[config.mk]
export PLATFORM = sky130hd
export DESIGN_NAME = captura_adc_flat
export DESIGN_NICKNAME = d
export VERILOG_FILES = /design/src/rtl/captura_adc_if.sv /design/src/rtl/captura_adc.sv /design/src/flat_wrapper.sv
export SDC_FILE = /design/constraint.sdc
export NUM_CORES = 1
export LEC_CHECK = 0
export ABC_AREA = 1
export CORE_MARGIN = 2
export CORE_UTILIZATION = 50
export CTS_CLUSTER_SIZE = 14
export DETAILED_ROUTE_END_ITERATION = 6
export HOLD_SLACK_MARGIN = 0.15
export PLACE_DENSITY = 0.71
export SLEW_MARGIN = 20
export SYNTH_ARGS = -nofsm -noshare
export SYNTH_HDL_FRONTEND = slang
export SYNTH_SLANG_ARGS = --single-unit
[constraint.sdc]
create_clock -name clk -period 3.3 [get_ports clk]
set_input_delay 0.33 -clock clk [delete_from_list [all_inputs] [get_ports clk]]
set_output_delay 0.33 -clock clk [all_outputs]
set_load 0.02 [all_outputs]
[src/rtl/captura_adc_if.sv]
// captura_adc_if: ADC serial bus plus sample-output bundle.
// master = capture block (drives cs/sclk/uk/datolisto), slave = ADC/filter side.
interface captura_adc_if #(
  parameter int N = 12
);
  logic         habilitar;
  logic         sdata;
  logic         cs;
  logic         sclk;
  logic [N-1:0] uk;
  logic         datolisto;

  modport master (
    input  habilitar,
    input  sdata,
    output cs,
    output sclk,
    output uk,
    output datolisto
  );

  modport slave (
    output habilitar,
    output sdata,
    input  cs,
    input  sclk,
    input  uk,
    input  datolisto
  );
endinterface

[src/rtl/captura_adc.sv]
// captura_adc: periodic 16-clock serial capture from a 12-bit ADC, converted
// to left-aligned two's complement. Ports: clk, reset (sync, high), bus (master).
module captura_adc #(
  parameter int N          = 12,
  parameter int SCLK_DIV   = 4,
  parameter int SAMPLE_DIV = 2000
) (
  input  logic clk,
  input  logic reset,
  captura_adc_if.master bus
);

  localparam int TW = $clog2(SAMPLE_DIV);
  localparam int HW = $clog2(SCLK_DIV + 1);

  typedef enum logic [1:0] {
    REPOSO,
    CAPTURA,
    FIN
  } state_t;

  state_t        state_q;
  logic [TW-1:0] tick_cnt_q;
  logic [TW-1:0] tick_cnt_d;
  logic          tick;
  logic [HW-1:0] half_q;
  logic [4:0]    rise_q;
  logic [15:0]   sr_q;
  logic [15:0]   sr_d;
  logic          cs_q;
  logic          sclk_q;
  logic          dl_q;
  logic [N-1:0]  uk_q;
  logic [N-1:0]  uk_d;

  // Sample-period timebase, free running even while disabled.
  always_comb begin
    tick       = (tick_cnt_q == TW'(SAMPLE_DIV - 1));
    tick_cnt_d = tick ? '0 : tick_cnt_q + TW'(1);
  end

  always_ff @(posedge clk) begin
    if (reset) begin
      tick_cnt_q <= '0;
    end else begin
      tick_cnt_q <= tick_cnt_d;
    end
  end

  // Offset binary -> two's complement by flipping the MSB,
  // then left-align in the N-bit word.
  always_comb begin
    sr_d             = {sr_q[14:0], bus.sdata};
    uk_d             = '0;
    uk_d[N-1 -: 12]  = {~sr_q[11], sr_q[10:0]};
  end

  always_ff @(posedge clk) begin
    if (reset) begin
      state_q <= REPOSO;
      cs_q    <= 1'b1;
      sclk_q  <= 1'b1;
      dl_q    <= 1'b0;
      uk_q    <= '0;
      half_q  <= '0;
      rise_q  <= '0;
      sr_q    <= '0;
    end else begin
      dl_q <= 1'b0;
      unique case (state_q)
        REPOSO: begin
          if (tick && bus.habilitar) begin
            state_q <= CAPTURA;
            cs_q    <= 1'b0;
            sclk_q  <= 1'b1;
            half_q  <= '0;
            rise_q  <= '0;
          end
        end
        CAPTURA: begin
          if (half_q == HW'(SCLK_DIV - 1)) begin
            half_q <= '0;
            sclk_q <= ~sclk_q;
            // low->high edge: take the bit the ADC set up on the fall
            if (!sclk_q) begin
              sr_q   <= sr_d;
              rise_q <= rise_q + 5'd1;
              if (rise_q == 5'd15) begin
                state_q <= FIN;
                cs_q    <= 1'b1;
              end
            end
          end else begin
            half_q <= half_q + HW'(1);
          end
        end
        FIN: begin
          uk_q    <= uk_d;
          dl_q    <= 1'b1;
          state_q <= REPOSO;
        end
        default: begin
          state_q <= REPOSO;
          cs_q    <= 1'b1;
          sclk_q  <= 1'b1;
        end
      endcase
    end
  end

  assign bus.cs        = cs_q;
  assign bus.sclk      = sclk_q;
  assign bus.uk        = uk_q;
  assign bus.datolisto = dl_q;

endmodule

[src/flat_wrapper.sv]
// flat-port wrapper written by rule: the top's interface ports become plain ports
module captura_adc_flat 
#(
  parameter int N          = 12,
  parameter int SCLK_DIV   = 4,
  parameter int SAMPLE_DIV = 2000
)
  (clk, reset, bus_habilitar, bus_sdata, bus_cs, bus_sclk, bus_uk, bus_datolisto);
  captura_adc_if #(.N(N)) bus_i ();
  input  logic clk;
  input  logic reset;
  input wire logic [$bits(bus_i.habilitar)-1:0] bus_habilitar;
  input wire logic [$bits(bus_i.sdata)-1:0] bus_sdata;
  output wire logic [$bits(bus_i.cs)-1:0] bus_cs;
  output wire logic [$bits(bus_i.sclk)-1:0] bus_sclk;
  output wire logic [$bits(bus_i.uk)-1:0] bus_uk;
  output wire logic [$bits(bus_i.datolisto)-1:0] bus_datolisto;
  assign bus_i.habilitar = bus_habilitar;
  assign bus_i.sdata = bus_sdata;
  assign bus_cs = bus_i.cs;
  assign bus_sclk = bus_i.sclk;
  assign bus_uk = bus_i.uk;
  assign bus_datolisto = bus_i.datolisto;
  captura_adc #(.N(N), .SCLK_DIV(SCLK_DIV), .SAMPLE_DIV(SAMPLE_DIV)) u_core (.clk(clk), .reset(reset), .bus(bus_i));
endmodule
==> reports/metrics.csv <==
stage,metric,value,unit
sta,maxSlewHeadroom,68.53,%
logic_synthesis,ys.flop_type,dfxtp_1,
clocking,ctsResizeCount,0,
sta,hold_violations,0,
routing,drc,0,
logic_synthesis,yosysTopAreaCellShare,48.24,%
floorplanning,die_x,67.12,um
logic_synthesis,synth_fp_nets,261,
grt,overflow,0,
final_layout,antennaDiodeCount,0,
floorplanning,initial_core_util,53.21,%
clocking,clockRootBuffer,clkbuf_8,
logic_synthesis,synthTopCellsByArea,"dfxtp_1 48%, nor2_1 11%, nand2_1 5.5%, o21ai_0 5.3%, a21oi_1 3.8%",
clocking,path_clk_slew,0.08,ns
setup_path,crit_chain,clkdlybuf4s50_1,
logic_synthesis,netlist_area,1992,sq um
final_layout,final_nets,278,
clocking,cts_tree,done,
routing,wl_per_cell,11.40,um
logic_synthesis,syn-instance-count,253,
logic_synthesis,ys_types,29,
hold_path,worstHoldPathType,reg2reg,
power,power.density,440.4,nW/um^2
sta,finalSetupViolCount,0,
clocking,hold_buffers,0,
power,max-vdd-ir-drop,0.2863,mV
floorplanning,num_rows,22,
flow_run,cap_violations,0,
routing,ant_nets,0,
clocking,cts_buffer_depth,2,
logic_synthesis,yosysMostFrequentCell,nor2_1,
sta,finClkSkew,0.006080,ns
routing,vias_per_cell,5.066,
power,p_comb_share,1.9,%
grt,grt_max_degree,31,
setup_path,start_kind,register,
outcome,status,"finished, final reports clean",
sta,period_needed,1.728,ns
logic_synthesis,syn_avg_cell_area,7.873,sq um
power,p_switching,0.1992,mW
floorplanning,die_area,4504,sq um
clocking,cts_buffers,5,
grt,antenna_found_initial,0,
setup_path,slowest_delay,0.65,ns
grt,grt_pass1_wl,6327,um
floorplanning,pin_count,19,
sta,finalCritPeriodShare,52.38,%
placement,place_congestion,0.7217,
routing,finalWirelength,3636,um
logic_synthesis,synth_seq_cells,48,
final_layout,fillers,354,
clocking,postCtsSetupBuffers,0,
power,clock_power_share,40.4,%
logic_synthesis,synth.largest_area_cell,dfxtp_1,
placement,dp_hpwl,2438,um
final_layout,drive_gt1_share,9.963,%
floorplanning,die_y,67.12,um
final_layout,finish.utilization,61.46,%
setup_path,cp.arrival,1.40,ns
sta,slew_violations,0,
setup_path,cp.required,2.97,ns
logic_synthesis,ys_seq_area_share,48.24,%
power,switching_share,19.66,%
sta,grt_setup_unrepaired,no,
power,power_frac_seq,57.7,%
placement,io_buffers,18,
logic_synthesis,async_reset_ff_share,0,%
setup_path,crit_buf_inv,1,
grt,grtUsageTotal,18.57,%
grt,grt_pass1_vias,1468,
floorplanning,core-area,3744,sq um
clocking,clk_latency,0.29,ns
routing,via_count,1616,
sta,tightest_slew,0.4705,ns
clocking,htreeDepth,2,
clocking,cts.sinks,48,
sta,fmax,0.5786,GHz
power,leakage,0.9669,nW
final_layout,area_growth,15.52,%
logic_synthesis,synth_common_cells,"61 x nor2_1, 48 x dfxtp_1, 29 x nand2_1",
routing,dr.pass1.iters,4,
logic_synthesis,ys_warn_count,0,
sta,tns,0,ns
power,p_int,0.8142,mW
setup_path,crit_type,reg2out,
setup_path,cp_max_fo,5,
setup_path,critPathCaptureType,output port,
routing,drt-initial-drc-count,65,
logic_synthesis,synth_edf_count,0,
setup_path,worst_path_max_delay_cell,clkdlybuf4s50_1,
setup_path,crit_family,buffers and inverters,
-- per-stage QoR --
step / setup WS, ns / power [mW] / instances / cell area [sq um] / hold WS, ns
finish: 1.572 / 1.013 / 319 / 2301 / 0.4362
global route: 1.446 / 1.054 / 319 / 2301 / 0.4544
CTS: 1.551 / 1.029 / 319 / 2301 / 0.4371
detailed placement: 1.319 / 0.6175 / 311 / 2193 / 0.4283
global placement: 1.344 / 0.6174 / 311 / 2193 / 0.4194
floorplan: 1.876 / 0.6103 / 253 / 1992 / 0.4001
-- cell type report --
class	instances	area [sq um]	share of cell area, %
multi-input combinational	179	917.1	39.86
clock inverter	2	35.03	1.523
timing repair buffer	20	195.2	8.483
clock buffer	6	72.57	3.154
inverter	16	60.06	2.610
sequential	48	960.9	41.76
tap	48	60.06	2.610
-- power by group through the flow --
stage	clock, mW	sequential, mW	combinational (mW)
floorplan	0	0.597	0.0131
detailed placement	0	0.598	0.0197
global route	0.446	0.585	0.0226
finish	0.409	0.584	0.0197
global placement	0	0.598	0.0196
CTS	0.425	0.584	0.0198
-- kinds of logic (layout without fill, tap and decap cells) --
group	count (synthesis)	in the layout	synth area share, %
adders and majority gates	4	4	2.513
AOI/OAI and AO/OA	46	46	12.25
DFF	48	48	48.24
and+or+nand+nor	128	128	30.84
buffers and inverters	26	44	5.716
xor gates and xnor gates	1	1	0.4398
-- path summary, 6_finish.rpt --
check	startpoint	to	slack (ns)	cells past startpoint
max	u_core.bus.sclk$_SDFFE_PP1P_	bus_sclk	1.57	1
min	u_core.sr_q[11]$_SDFFE_PP0P_	u_core.bus.uk[11]$_SDFFE_PP0P_	0.44	1
max reg2reg	u_core.tick_cnt_q[0]$_SDFF_PP0_	u_core.rise_q[0]$_SDFFE_PP0P_	1.63	8
min reg2reg	u_core.sr_q[11]$_SDFFE_PP0P_	u_core.bus.uk[11]$_SDFFE_PP0P_	0.44	1
-- layer usage --
| metal | global-route usage [%] | share of wire, % | vias to the layer above |
|---|---|---|---|
| met1 | 25.08 | 53 | 719 |
| met2 | 28.34 | 42 | 20 |
| li1 | - | - | 870 |
| met3 | 5.068 | 3.6 | 7 |
| met5 | 0 | 0 | - |
| met4 | 6.888 | 1.6 | 0 |
-- sequential cells by signal, summed over array words and instances (netlist names) --
register / flops
u_core.tick_cnt_q: 11
u_core.sr_q: 12
u_core.half_q: 3
u_core.bus.datolisto: 1
u_core.state_q: 2
u_core.bus.uk: 12
u_core.bus.sclk: 1
u_core.rise_q: 5
u_core.bus.cs: 1
-- cells in the final DEF (no fill, tap or decap), types with 7 or more instances in the layout --
master	count
o21ai_0	21
inv_1	12
nand3_1	7
a21oi_1	15
nand2_1	29
clkdlybuf4s50_1	18
nand4_1	11
nor2_1	61
dfxtp_1	48
Power figures use the tool's default switching activity.
